`src/rtl/cadence_pkg.sv`:
```
// Shared types and sizing constants for the cadence sequencing controller.
package cadence_pkg;

  typedef enum logic [1:0] {
    IDLE  = 2'd0,
    ARM   = 2'd1,
    PEDAL = 2'd2
  } state_t;

  localparam int PRESC_FAST = 4;
  localparam int PRESC_SLOW = 12;
  localparam int PERIOD_W   = 16;
  localparam int AVG_DEPTH  = 4;

endpackage

```
`src/rtl/period_avg4.sv`:
```
// Four-entry period history with a running sum; average and valid are
// registered one stage behind the push.
module period_avg4
  import cadence_pkg::*;
(
  input  logic                clk,
  input  logic                rst,
  input  logic                push,
  input  logic                clr,
  input  logic [PERIOD_W-1:0] din,
  output logic [PERIOD_W-1:0] period_avg,
  output logic                avg_vld
);

  localparam int SUM_W  = PERIOD_W + 2;
  localparam int FILL_W = $clog2(AVG_DEPTH + 1);

  logic [PERIOD_W-1:0] hist_p0 [AVG_DEPTH];
  logic [SUM_W-1:0]    sum_p0;
  logic [FILL_W-1:0]   fill_p0;

  // Stage 0: shift history and keep sum = sum + new - oldest.
  always_ff @(posedge clk) begin
    if (rst || clr) begin
      for (int i = 0; i < AVG_DEPTH; i++) hist_p0[i] <= '0;
      sum_p0  <= '0;
      fill_p0 <= '0;
    end else if (push) begin
      for (int i = AVG_DEPTH - 1; i > 0; i--) hist_p0[i] <= hist_p0[i-1];
      hist_p0[0] <= din;
      sum_p0     <= sum_p0 + SUM_W'(din) - SUM_W'(hist_p0[AVG_DEPTH-1]);
      if (fill_p0 != FILL_W'(AVG_DEPTH)) fill_p0 <= fill_p0 + 1'b1;
    end
  end

  // Stage 1: truncating divide by four and fill qualification.
  always_ff @(posedge clk) begin
    if (rst || clr) begin
      period_avg <= '0;
      avg_vld    <= 1'b0;
    end else begin
      period_avg <= sum_p0[SUM_W-1:2];
      avg_vld    <= (fill_p0 == FILL_W'(AVG_DEPTH));
    end
  end

endmodule

```
`src/rtl/cadence_ctrl.sv`:
```
// Cadence sequencing controller: timestamps filtered cadence edges on a
// prescaled time base, measures periods and tracks pedaling state.
module cadence_ctrl
  import cadence_pkg::*;
#(
  parameter bit          FAST_SIM = 1'b0,
  parameter logic [15:0] TIMEOUT  = 16'd12000
) (
  input  logic                clk,
  input  logic                rst,
  input  logic                en,
  input  logic                cadence_filt,
  output logic                cadence_rise,
  output logic [PERIOD_W-1:0] period,
  output logic                period_vld,
  output logic [PERIOD_W-1:0] period_avg,
  output logic                avg_vld,
  output logic                not_pedaling
);

  localparam int PW = FAST_SIM ? PRESC_FAST : PRESC_SLOW;

  function automatic logic [PERIOD_W-1:0] sat_inc(input logic [PERIOD_W-1:0] v);
    return (&v) ? v : v + 1'b1;
  endfunction

  logic                prev_p0;
  logic [PW-1:0]       presc_p0;
  logic [PERIOD_W-1:0] cnt_p0;
  state_t              state, state_nxt;
  logic                rise_det, rise, tick, timeout, capture, hist_clr;

  assign rise_det = cadence_filt & ~prev_p0;
  assign rise     = rise_det & en;
  assign tick     = &presc_p0;
  assign timeout  = (cnt_p0 >= TIMEOUT);
  assign hist_clr = (state_nxt == IDLE);

  // Stage 0: edge history keeps sampling even while disabled.
  always_ff @(posedge clk) begin
    if (rst) prev_p0 <= 1'b0;
    else     prev_p0 <= cadence_filt;
  end

  always_ff @(posedge clk) begin
    if (rst || !en) begin
      presc_p0 <= '0;
      cnt_p0   <= '0;
    end else if (rise) begin
      presc_p0 <= '0;
      cnt_p0   <= '0;
    end else begin
      presc_p0 <= presc_p0 + 1'b1;
      if (tick) cnt_p0 <= sat_inc(cnt_p0);
    end
  end

  always_ff @(posedge clk) begin
    if (rst) state <= IDLE;
    else     state <= state_nxt;
  end

  // An edge always wins over a same-cycle timeout.
  always_comb begin
    state_nxt = state;
    capture   = 1'b0;
    unique case (state)
      IDLE: if (rise) state_nxt = ARM;
      ARM: begin
        if (rise) begin
          state_nxt = PEDAL;
          capture   = 1'b1;
        end else if (timeout) begin
          state_nxt = IDLE;
        end
      end
      PEDAL: begin
        if (rise)         capture   = 1'b1;
        else if (timeout) state_nxt = IDLE;
      end
      default: state_nxt = IDLE;
    endcase
    if (!en) begin
      state_nxt = IDLE;
      capture   = 1'b0;
    end
  end

  // Stage 1: registered outputs; period captures the pre-tick count.
  always_ff @(posedge clk) begin
    if (rst) begin
      cadence_rise <= 1'b0;
      period_vld   <= 1'b0;
      not_pedaling <= 1'b1;
      period       <= '0;
    end else begin
      cadence_rise <= rise;
      period_vld   <= capture;
      not_pedaling <= (state_nxt != PEDAL);
      if (capture) period <= cnt_p0;
    end
  end

  period_avg4 u_avg (
    .clk        (clk),
    .rst        (rst),
    .push       (capture),
    .clr        (hist_clr),
    .din        (cnt_p0),
    .period_avg (period_avg),
    .avg_vld    (avg_vld)
  );

endmodule

```
`config.mk`:
```
export PLATFORM = sky130hd
export DESIGN_NAME = cadence_ctrl
export DESIGN_NICKNAME = d
export VERILOG_FILES = /design/src/rtl/cadence_pkg.sv /design/src/rtl/period_avg4.sv /design/src/rtl/cadence_ctrl.sv
export SDC_FILE = /design/constraint.sdc
export NUM_CORES = 1
export LEC_CHECK = 0
export BUFFER_PORTS_ARGS = -buffer_cell sky130_fd_sc_hd__buf_2
export CORE_ASPECT_RATIO = 1.1
export CORE_UTILIZATION = 60
export CTS_BUF_LIST = sky130_fd_sc_hd__clkbuf_8
export DETAILED_ROUTE_END_ITERATION = 12
export HOLD_SLACK_MARGIN = 0.08
export PLACE_DENSITY_LB_ADDON = 0.12
export SYNTH_ARGS = -nofsm -noshare
export SYNTH_HDL_FRONTEND = slang
export SYNTH_HIERARCHICAL = 1
export SYNTH_SLANG_ARGS = --single-unit
```
`constraint.sdc`:
```
create_clock -name clk -period 6.68 [get_ports clk]
set_clock_uncertainty 0.1 [all_clocks]
set_input_delay 1.002 -clock clk [delete_from_list [all_inputs] [get_ports clk]]
set_output_delay 1.002 -clock clk [all_outputs]
set_load 0.05 [all_outputs]
```
# Yosys cells after proc, flatten, opt, wreduce, memory -nomap -nowiden
# Memory sizes are Yosys's and may differ from the RTL's.
# Cells that the tools add are included.
# word_totals
regBits	88
latch_bits	0
ram_bits	64
romBits	0
inputBits	4
out_inout_bits	36
elab_cells	60
mem_count	1
# op_classes
addsub	5
multipliers	0
n_div	0
order_cmp	1
eq_ne	5
n_shift	0
muxes	18
bitwise_logic	8
reduce_logical	10
# memory_table
name	depth	width	rd	rd_ports_with_merged_regs	write_ports	line	text
u_avg.hist_p0	4	16	4	0	4	period_avg4.sv:18	logic [PERIOD_W-1:0] hist_p0 [AVG_DEPTH];
# op_table
op	count
$mux 16	4
$add 18x16->18	1
$sub 18x16->18	1
$add 16x1->16 const B	1
$ge 16x14->1 const B	1
$reduce_and 16->1	1
$reduce_and 13->1	1
$add 12x1->12 const B	1
$mux 2	5
$mux 1	8
$pmux 2 s3	1
$logic_not 2->1	2
$or 1x1->1	4
$reduce_or 2->1	2
$add 3x1->3 const B	1
$eq 3x3->1 const B	1
$ne 3x3->1 const B	1
$and 1x1->1	2
$eq 2x1->1 const B	1
$eq 2x2->1 const B	1
$logic_or 1x1->1	2
$ne 2x2->1 const B	1
$not 1->1	2
$reduce_and 2->1	1
$logic_not 1->1	1

# Longest topological paths before layout
# logic_depth
depth_word	11
depth_mapped	13
mapped_depth_nobuf	12

# Hierarchy
# The synthesis kept the hierarchy.
# by_module_without_submodules
mod	n_inst	cells_each	area_per_inst_um2	seq_area_each_um2
period_avg4	1	457	4999.8	2682.6
cadence_ctrl	1	262	2189.6	1001.0

# Worst setup path after synthesis
# OpenSTA, ideal clock, no wires.
# synth_timing
path_type	input port to flip-flop
start	in en
end	reg u_avg.sum_p0[8]
setup_time_ns	0.208
arrival_time_ns	3.694
required_ns	6.372
setup_slack_ns	2.679
cell_stages	8
path_buffers	2
path_cell_list	and3b_1 > nand2_1 > clkinv_1 > buf_1 > clkbuf_1 > nor2_1 > inv_1 > o32ai_1
# synth_between
word_cells_on_any_way	11
classes_between	mux: 8; bitwise: 1; reduce/logical: 2
# synth_lines
item	line	text
start: declaration	cadence_ctrl.sv:11	input logic en,
$and 1x1->1	cadence_ctrl.sv:34	assign rise = rise_det & en;
$mux 1	cadence_ctrl.sv:70, cadence_ctrl.sv:78	
$mux 1	-	
$mux 1 *	cadence_ctrl.sv:83	if (!en) begin
via capture	cadence_ctrl.sv:31	logic rise_det, rise, tick, timeout, capture, hist_clr;
end signal: assignment	period_avg4.sv:31	sum_p0 <= sum_p0 + SUM_W'(din) - SUM_W'(hist_p0[AVG_DEPTH-1]);
end: declaration	period_avg4.sv:19	logic [SUM_W-1:0] sum_p0;
# Mark *: on every way through the listed nets, which the timed path passes. The rest lies on a longest branch.
# A chain may end at the register's enable or synchronous reset.

==> results.cfg <==
[clock_tree]
h-tree-depth = 4
postCtsSetupBuffers = 0
clock-root-buffer = clkbuf_8
clk_pin_slew_worst_paths_ns = 0.08
hold_buffers = 0
cts_tree = yes
cts_resized = 0
clock_sinks = 152
clock_latency_ns = 0.45
cts_buffer_depth = 2
numCtsBuffers = 17

[synth]
syn-num-nets = 766
syn_avg_cell_area_um2 = 10.0
netlist.top_cell.by_area = edfxtp_1
syn_area_mm2 = 0.00719
yosysUniqueCellTypes = 66
ys_warn_count = 6
synth_flop_cell = dfxtp_1
yosys.area.top_type_share_pct = 26.7
synthCells = 719
ys_ff_latch = 152
synth_seq_area_share_pct = 51.2
synth.area.top_cells = edfxtp_1 (27%), dfxtp_1 (25%), and3_1 (4.8%)
synth_edf_count = 64
async_flop_share_pct = 0

[setup_path]
endpoint_kind = flip-flop
reg2reg_to = u_avg/hist_p0[1][8]
rr_worst_depth = 9
worst_ep_required_time_ns = 6.72
rrSetupSlack_ns = 2.67
worstPathArrival_ns = 4.04
cp_max_fo = 47
critPathKind = flip-flop to flip-flop
r2r-start = cnt_p0[6]
start_kind = flip-flop

[pwr]
p_leak_uw = 0.00333
ir_worst_vdd_uv = 144
power_density_mw_per_mm2 = 228

[timing]
rsz0062_at_grt = false
fin_tns_setup_ns = 0
finalWorstSetupSlack_ns = 2.67
relSlewSlack_pct = 23.4
worst_pin_slew_ns = 1.15
hold_violations = 0
maxSlewViolCount = 0
clock.fmax_mhz = 250
setup_violations = 0
fin_crit_sh_pct = 60.0
fin_crit_ns = 4.01

[floorplan]
coreArea_mm2 = 0.0116
dieArea_mm2 = 0.0124
num_io_pins = 40
initial_core_util_pct = 62.0
fp.dieH_um = 117
die_w_um = 106
num_rows = 41

[min_path]
holdPathEnd = period[1]
min_from = period[1]
min_path_type = flip-flop to flip-flop
hold_depth = 2

[drt]
viasPerCell = 5.54
ant_nets = 0
drtIter0Drc = 328
via_count = 5051
wl_per_cell_um = 15.3
drc_errors = 0
routed_wl_um = 13900
first_pass_iters = 4

[finish]
area_delta_synth_final_pct = 9.78
fin_nets = 795
stdcell_count = 911
nFillCells = 940
fin_util_pct = 68.1
drive_above_1_share_pct = 12.2
antenna_cells = 0

[run_status]
run_status = finished clean

[placed_design]
portBuffers = 39
dp.final_hpwl_um = 9450
dp_slack_ns = 2.23
place_congestion = 0.843
dp_cells = 879

[global_routing]
antenna_found_initial = 0
grt_use_total_pct = 24.3
grt_start_max_net_pins = 91
gr-total-overflow = 0
grt_pass1_wl_um = 23200
grt_pass1_vias = 4875

[job]
drv_cap = 0
==> registers in the layout, indices dropped and copies added (netlist names) <==
signal / flops
period_vld: 1
prev_p0: 1
u_avg/sum_p0: 18
presc_p0: 12
state: 2
not_pedaling: 1
period: 16
cadence_rise: 1
u_avg/avg_vld: 1
u_avg/fill_p0: 3
cnt_p0: 16
u_avg/hist_p0: 64
u_avg/period_avg: 16
==> critical path, stage by stage, from the launching register on <==
cell and delay [ns]:
dfxtp_1 0.46, nand3_1 0.17, o211ai_1 0.34, and3_1 0.22
o31ai_1 0.09, a21boi_0 0.28, or2_2 0.58, nor2_1 0.24
inv_2 0.75, buf_4 0.42
==> worst max-delay path by stage <==
stage / from / end / cells past startpoint
floorplan: en / u_avg/sum_p0[8] / 8
finish: cnt_p0[6] / u_avg/hist_p0[1][8] / 9
global placement: en / u_avg/hist_p0[0][8] / 10
global route: cnt_p0[6] / u_avg/hist_p0[3][11] / 9
CTS: cnt_p0[8] / u_avg/hist_p0[3][11] / 9
detailed placement: en / u_avg/hist_p0[0][9] / 10
==> cell usage after synthesis (3+ instances only) <==
library cell	number
o31ai_1	3
xnor2_1	12
buf_1	4
inv_1	82
o21ai_0	11
nor2_1	81
nand3_1	24
a21o_1	7
edfxtp_1	64
nor3_1	8
nor2b_1	4
o211ai_1	3
dfxtp_1	88
and2_1	3
xor2_1	18
mux2i_1	5
o22ai_1	3
and3_1	55
nand4_1	19
fa_1	16
a211oi_1	3
or3_1	6
clkbuf_1	25
nand2b_1	3
ha_1	27
nand3b_1	3
nand2_1	54
a21oi_1	35
==> layer usage <==
layer  GRT usage (%)  share of wire [%]
met2            40.5                 48
met1            30.7                 46
met3            5.26                3.4
met5               0                  0
met4            10.9                2.1
==> metrics by stage <==
stage                     power [µW]  cell area (µm²)  hold WS, ns
after global routing            1870             7890        0.377
after detailed placement        1080             7470        0.347
after CTS                       1810             7890        0.359
after global placement          1080             7470        0.339
final                           1800             7890        0.358
after floorplan                 1070             7190        0.326
==> cells by family (layout without fill, tap and decap cells) <==
group	count (synthesis)	count (layout)	share of synthesized area, %
compound gates	93	93	8.82
flops	152	152	51.2
xor+xnor	30	30	3.65
fa+ha+maj	43	43	9.15
buf+inv	115	157	6.09
simple gates	279	279	20.0
mux	7	7	1.01
==> report_power, final <==
group          switching [µW]  internal [µW]
Clock                     334            402
Combinational            53.3           29.6
Sequential               4.45            976
==> cell type report <==
type                    count  area, µm²  share of cell area [%]
flip-flops and latches    152       3680                    46.7
multi-input cells         452       3070                    38.9
inverters                  83        312                    3.95
clock buffers              17        234                    2.96
repair buffers             42        218                    2.76
clock inverters            15        188                    2.38
well taps                 150        188                    2.38
==> cell usage in the layout (no fill, tap or decap), types with 4 or more instances in the layout <==
cell type	instances
ha_1	27
inv_1	84
xor2_1	18
xnor2_1	12
a21o_1	7
fa_1	16
and3_1	55
buf_2	39
dfxtp_1	88
nor2b_1	4
nand3_1	24
or3_1	6
nor3_1	8
nand2_1	54
o21ai_0	11
clkbuf_8	17
mux2i_1	5
nand4_1	19
nor2_1	80
bufinv_16	4
edfxtp_1	64
a21oi_1	35
No activity file was read; power rests on OpenSTA's default activity.
